$ cat config.mk
export PLATFORM = sky130hd
export DESIGN_NAME = serial_adder
export DESIGN_NICKNAME = d
export VERILOG_FILES = /design/src/rtl/serial_adder_pkg.sv /design/src/rtl/fulladder.sv /design/src/rtl/serial_adder.sv
export SDC_FILE = /design/constraint.sdc
export NUM_CORES = 1
export LEC_CHECK = 0
export CORE_AREA = 2 2 67 132
export CTS_CLUSTER_SIZE = 40
export DETAILED_ROUTE_END_ITERATION = 16
export DIE_AREA = 0 0 69 134
export DONT_BUFFER_PORTS = 1
export HOLD_SLACK_MARGIN = 0.12
export MAX_ROUTING_LAYER = met4
export PLACE_DENSITY = 0.48
export SLEW_MARGIN = 40
export SYNTH_ARGS = -nofsm -noshare
export SYNTH_HDL_FRONTEND = slang
export SYNTH_SLANG_ARGS = --single-unit
$ cat constraint.sdc
create_clock -name clk_i -period 2.8 [get_ports clk_i]
set_input_delay 0.14 -clock clk_i [delete_from_list [all_inputs] [get_ports clk_i]]
set_output_delay 0.14 -clock clk_i [all_outputs]
set_load 0.02 [all_outputs]
$ cat src/rtl/serial_adder_pkg.sv
// Shared types for the digit-serial adder: FSM state encoding and counter sizing.
package serial_adder_pkg;

  typedef enum logic [1:0] {
    ST_IDLE = 2'd0,
    ST_RUN  = 2'd1,
    ST_DONE = 2'd2
  } state_t;

  // Digit counter width; a single-digit configuration still keeps one bit.
  function automatic int cnt_width(input int n);
    return (n > 1) ? $clog2(n) : 1;
  endfunction

endpackage

$ cat src/rtl/fulladder.sv
// One-bit full adder cell; purely combinational, no state, no flow control.
module fulladder (
  input  logic a,
  input  logic b,
  input  logic ci,
  output logic s,
  output logic co
);

  assign s  = a ^ b ^ ci;
  assign co = (a & b) | (ci & (a ^ b));

endmodule

$ cat src/rtl/serial_adder.sv
// Digit-serial add/subtract, DIGIT bits per cycle; result valid WIDTH/DIGIT+1 cycles after accept.
// One operation in flight: ready_o only in IDLE, result held in DONE until ready_i.
module serial_adder
  import serial_adder_pkg::*;
#(
  parameter int WIDTH = 16,
  parameter int DIGIT = 4
) (
  input  logic             clk_i,
  input  logic             rst_i,
  input  logic             valid_i,
  output logic             ready_o,
  input  logic [WIDTH-1:0] a_i,
  input  logic [WIDTH-1:0] b_i,
  input  logic             c_i,
  input  logic             sub_i,
  output logic             valid_o,
  input  logic             ready_i,
  output logic [WIDTH-1:0] sum_o,
  output logic             c_o,
  output logic             ovf_o
);

  localparam int NDIG = WIDTH / DIGIT;
  localparam int CW   = cnt_width(NDIG);
  localparam logic [CW-1:0] LAST = CW'(NDIG - 1);

  if (DIGIT < 1 || (WIDTH % DIGIT) != 0) begin : g_bad_params
    $error("serial_adder: WIDTH must be a positive multiple of DIGIT");
  end

  state_t           state, state_nxt;
  logic [CW-1:0]    cnt_q;
  logic [WIDTH-1:0] a_q, b_q, sum_q;
  logic             carry_q, c_q, ovf_q;
  logic [DIGIT:0]   cy;
  logic [DIGIT-1:0] dig_s;
  logic             last_dig;

  assign last_dig = (cnt_q == LAST);

  always_ff @(posedge clk_i) begin
    if (rst_i) state <= ST_IDLE;
    else       state <= state_nxt;
  end

  always_comb begin
    state_nxt = state;
    case (state)
      ST_IDLE: if (valid_i)  state_nxt = ST_RUN;
      ST_RUN:  if (last_dig) state_nxt = ST_DONE;
      ST_DONE: if (ready_i)  state_nxt = ST_IDLE;
      default:               state_nxt = ST_IDLE;
    endcase
  end

  always_comb begin
    ready_o = (state == ST_IDLE);
    valid_o = (state == ST_DONE);
  end

  // Operands sit in shift registers so the active digit is always the low DIGIT bits.
  assign cy[0] = carry_q;
  for (genvar i = 0; i < DIGIT; i++) begin : g_fa
    fulladder u_fa (
      .a  (a_q[i]),
      .b  (b_q[i]),
      .ci (cy[i]),
      .s  (dig_s[i]),
      .co (cy[i+1])
    );
  end

  always_ff @(posedge clk_i) begin
    if (rst_i) begin
      a_q     <= '0;
      b_q     <= '0;
      sum_q   <= '0;
      cnt_q   <= '0;
      carry_q <= 1'b0;
      c_q     <= 1'b0;
      ovf_q   <= 1'b0;
    end else if (valid_i && ready_o) begin
      a_q     <= a_i;
      b_q     <= sub_i ? ~b_i : b_i;
      carry_q <= sub_i | c_i;
      cnt_q   <= '0;
    end else if (state == ST_RUN) begin
      a_q     <= a_q >> DIGIT;
      b_q     <= b_q >> DIGIT;
      // New digit enters at the top; after NDIG shifts digit 0 lands at bit 0.
      sum_q   <= WIDTH'({dig_s, sum_q} >> DIGIT);
      carry_q <= cy[DIGIT];
      if (last_dig) begin
        c_q   <= cy[DIGIT];
        ovf_q <= cy[DIGIT] ^ cy[DIGIT-1];
      end else begin
        cnt_q <= cnt_q + CW'(1);
      end
    end
  end

  assign sum_o = sum_q;
  assign c_o   = c_q;
  assign ovf_o = ovf_q;

endmodule

Word-level counts from Yosys, hierarchy flattened
Cells that the tools add are included.

storage, ports and cells
  register bits = 55
  output and inout port bits = 20

cells by class
  multiplexer cells = 11
  reductions and logical operators = 8
  bitwise logic cells = 25
  equal/unequal tests = 6
  $add $sub $neg = 1

operator list
  kind                   number
  $mux W16               5
  $not A16 Y16           1
  $xor A1 B1 Y1          9
  $and A1 B1 Y1          8
  $mux W2                3
  $pmux W2 S3            1
  $reduce_and A3 Y1      2
  $or A1 B1 Y1           5
  $eq A2 B2 Y1 const B   2
  $ne A2 B2 Y1 const B   2
  $reduce_and A2 Y1      2
  $add A2 B1 Y2 const B  1
  $eq A2 B1 Y1 const B   1
  $logic_not A2 Y1       1
  $mux W1                2
  $ne A2 B1 Y1 const B   1
  $not A1 Y1             2
  $reduce_bool A2 Y1     1
  $reduce_or A2 Y1       1
  $logic_and A1 B1 Y1    1

Logic depth before layout (Yosys ltp)
  word-level depth = 11
  depth in mapped cells = 10
  depth with buffers taken out = 10

By module
Synthesis repeated with hierarchy kept, for this count alone.

unflattened totals
  cells, all modules = 273
  area total of the unflattened synthesis = 2437.3 sq um

by module, submodules not included
  module        seq. area each (sq um)  times used  cells each  area an instance (sq um)
  serial_adder  1101.1                  1           269         2357.3
  fulladder     0.0                     4           1           20.0

Worst setup path after synthesis
No wires, ideal clock.

  path kind = register to register
  start = register carry_q
  end = register ovf_q (netlist: ovf_o)
  data arrival time = 2.002 ns
  clock period less this slack = 2.072 ns
  setup slack = 0.728 ns
  library setup time = 0.071 ns
  cell stages (with the launch flop) = 11
  buffers on the path = 0
  required time = 2.729 ns
  path through = dfxtp_1 > inv_1 > fa_1 > inv_1 > fa_1 > fa_1 > inv_1 > fa_1 > xnor2_1 > nand3_1 > a21oi_1

on the way
  word-level cells in the longest chain between the ends = 9

ends and longest elaborated chain
  element                 RTL line            source
  start, declared         serial_adder.sv:35  logic carry_q, c_q, ovf_q;
  start signal, assigned  serial_adder.sv:86  carry_q <= sub_i | c_i;
  start signal, assigned  serial_adder.sv:93  carry_q <= cy[DIGIT];
  $and A1 B1 Y1 *         fulladder.sv:11     assign co = (a & b) | (ci & (a ^ b));
  $or A1 B1 Y1 *          fulladder.sv:11
  $and A1 B1 Y1 *         fulladder.sv:11
  $or A1 B1 Y1 *          fulladder.sv:11
  $and A1 B1 Y1 *         fulladder.sv:11
  $or A1 B1 Y1 *          fulladder.sv:11
  $and A1 B1 Y1           fulladder.sv:11
  $or A1 B1 Y1            fulladder.sv:11
  $xor A1 B1 Y1 *         serial_adder.sv:96  ovf_q <= cy[DIGIT] ^ cy[DIGIT-1];
  end signal, assigned    serial_adder.sv:96
  end, declared           serial_adder.sv:35

Mark *: on every way between the ends. The rest lies on a longest branch, timed or not.
A chain may end at the register's enable or synchronous reset.

Final worst setup path
Ends and elaborated chain as after synthesis.

==> impl_metrics.env <==
export IMPL_dp_hpwl_um=4109
export IMPL_drive_above_1_share_pct=7.612
export IMPL_synth_xor_xnor_area_share_pct=6.389
export IMPL_ir_worst_vdd_mv=0.2705
export IMPL_fill_cells=882
export IMPL_seq_area_frac_synth_pct=44.62
export IMPL_gp_congestion=0.7294
export IMPL_ys_types=34
export IMPL_grt_pass1_wl_um=9660
export IMPL_syn_area_mm2=0.002467
export IMPL_clk_latency_ps=300
export IMPL_fmax_ghz=0.4443
export IMPL_rows=47
export IMPL_vias=1960
export IMPL_hold_violations=0
export IMPL_drt_iter0_drc=70
export IMPL_powerDensity_mw_per_mm2=604.2
export IMPL_core_region_area_mm2=0.008233
export IMPL_die_h_um=134
export IMPL_yosys_warnings=0
export IMPL_drtPass1Iterations=4
export IMPL_fin_crit_ps=2251
export IMPL_syn_num_nets=317
export IMPL_setup_viol=0
export IMPL_cp_start_kind="flip-flop"
export IMPL_initial_utilization_pct=29.97
export IMPL_portBuffers=0
export IMPL_numCtsBuffers=5
export IMPL_synth_compound_area_share_pct=20.39
export IMPL_placed_area_mm2=0.002484
export IMPL_diodes=0
export IMPL_die_w_um=69
export IMPL_crit_type="reg -> reg"
export IMPL_vias_per_cell=5.065
export IMPL_cp_max_fo=3
export IMPL_antenna_found_initial=0
export IMPL_postCtsResizedCells=0
export IMPL_fin_nets=331
export IMPL_rsz0062_at_grt="false"
export IMPL_clock_path_buffers=2
export IMPL_io_pins=58
export IMPL_cts_clk_slew_worst_paths_ps=70
export IMPL_status="completed"
export IMPL_grt_total_usage_pct=13.68
export IMPL_grt_max_degree=44
export IMPL_worstPathArrival_ps=2480
export IMPL_cts_tree="done"
export IMPL_synth_simple_area_share_pct=17.34
export IMPL_grt_pass1_vias=1891
export IMPL_worst_pin_slew_ps=826.8
export IMPL_cp_required_ps=3030
export IMPL_drc=0
export IMPL_drv_cap=0
export IMPL_synth_top_family_by_area="compound AO/OA/AOI/OAI gates"
export IMPL_ys_ff_latch=55
export IMPL_hold_path_class="in -> reg"
export IMPL_synthMuxAreaShare_pct=0.8114
export IMPL_design_area_mm2=0.002898
export IMPL_routed_wl_um=6088
export IMPL_die_area_mm2=0.009246
export IMPL_fin_skew_ps=3.837
export IMPL_drv_slew=0
export IMPL_htree_num_levels=2
export IMPL_cts_sink_count=55
export IMPL_synth_fa_ha_area_share_pct=3.753
export IMPL_ant_nets=0
export IMPL_leakagePower_nw=1.037
export IMPL_fin_setup_tns_ps=0
export IMPL_grt_overflow=0
export IMPL_area_growth_pct=17.44
export IMPL_cp_end_kind="flip-flop"
export IMPL_fin_crit_sh_pct=80.38
export IMPL_wl_per_cell_um=15.73
export IMPL_root_buffer="clkbuf_16"
export IMPL_syn_avg_cell_area_um2=9.005
export IMPL_slew_headroom_pct=44.68
export IMPL_synthCells=274
export IMPL_reg2reg_slack_ps=550
-- timing repair --
action                     4_1_cts  5_1_grt
hold endpoints to repair        49        0
hold buffers                    26        0
setup endpoints to repair        0        0
setup buffers                    0        0
-- critical path, cell delays in order (launching register included) --
cell and delay (ps):
dfxtp_1 340, inv_1 60, fa_1 410, inv_1 80
fa_1 180, fa_1 210, inv_1 60, fa_1 420
xnor2_1 180, nand3_1 90, a21oi_1 150
-- layout make-up --
type | count | area [um2] | share of cell area (%)
clock buffer | 5 | 125.1 | 4.318
clock inverter | 3 | 18.77 | 0.6477
inverter | 9 | 33.78 | 1.166
multi-input combinational | 188 | 1204 | 41.54
sequential | 55 | 1101 | 38.00
tap | 98 | 122.6 | 4.231
timing repair buffer | 29 | 292.8 | 10.10
-- path summary, 6_finish.rpt --
kind | cells after the start | from | to
min | 3 | b_i[1] | b_q[1]
max reg2reg | 10 | carry_q | ovf_o
max | 10 | carry_q | ovf_o
min reg2reg | 2 | a_q[9] | a_q[5]
-- synthesized netlist by cell type --
library cell	number	share of area, %
nor2b_1	2	0.51
nand3_1	5	1.0
buf_2	9	1.8
a21oi_1	33	6.7
xnor2_1	14	5.0
a22oi_1	3	0.91
mux2i_1	2	0.81
buf_6	4	1.8
nand2b_1	3	0.76
o22a_1	4	1.4
o21ai_0	1	0.20
nor2_1	31	4.7
nand2_1	43	6.5
a311oi_1	2	0.71
a211oi_1	9	2.7
clkbuf_1	6	0.91
nor3b_4	2	1.5
nor3_1	2	0.41
a22o_1	1	0.36
o221a_2	4	1.8
a32oi_1	1	0.36
or3b_4	1	0.46
buf_1	1	0.15
buf_4	2	0.61
or4b_4	1	0.56
inv_1	9	1.4
xor2_1	4	1.4
a221o_1	12	4.9
dfxtp_1	55	45
o21bai_1	1	0.30
ha_1	1	0.51
nand3b_1	1	0.30
nor2b_4	1	0.56
fa_1	4	3.2
-- metal layers --
metal | vias to the layer above | routed length (um) | global-route usage [%]
met3 | 7 | 264 | 3.005
met5 | - | 0 | -
met4 | 0 | 126 | 5.229
met1 | 934 | 2318 | 13.77
li1 | 967 | - | -
met2 | 52 | 3378 | 25.32
-- cells in the final DEF (no fill, tap or decap), drive strengths merged, types with 5 or more instances in the layout --
| cell | instances |
|---|---|
| nand3 | 5 |
| a21oi | 33 |
| nor2 | 31 |
| a221o | 12 |
| dlygate4sd3 | 25 |
| inv | 10 |
| clkbuf | 5 |
| nand2 | 43 |
| dfxtp | 55 |
| xnor2 | 14 |
| a211oi | 9 |
-- metrics by stage --
stage               power (mW)  cells  setup slack, ps  utilization (%)  hold WS (ps)
floorplan                1.068    274            728.0                -         300.8
global placement         1.091    353            650.9            30.17         213.7
detailed placement       1.095    353            553.7            30.17         214.9
CTS                      1.767    387            530.8            35.20         128.7
global route             1.822    387            357.2            35.20         141.7
finish                   1.751    387            549.4            35.20         105.9
-- sequential cells by signal (all words and copies together) (netlist names) --
| register | cells |
|---|---|
| ovf_o | 1 |
| carry_q | 1 |
| c_o | 1 |
| state | 2 |
| cnt_q | 2 |
| sum_o | 16 |
| b_q | 16 |
| a_q | 16 |
-- where the power goes --
group          internal, mW  switching, mW
logic                 0.117          0.122
clock network         0.333          0.299
registers             0.832         0.0473
total                  1.28          0.469
-- logic make-up (layout without fill, tap and decap cells) --
group | after synthesis | in the layout
muxes | 2 | 2
and+or+nand+nor | 92 | 92
buffers and inverters | 31 | 46
adders and majority gates | 5 | 5
DFF | 55 | 55
AOI/OAI and AO/OA | 71 | 71
xor gates and xnor gates | 18 | 18
(Power assumes the default switching activity.)
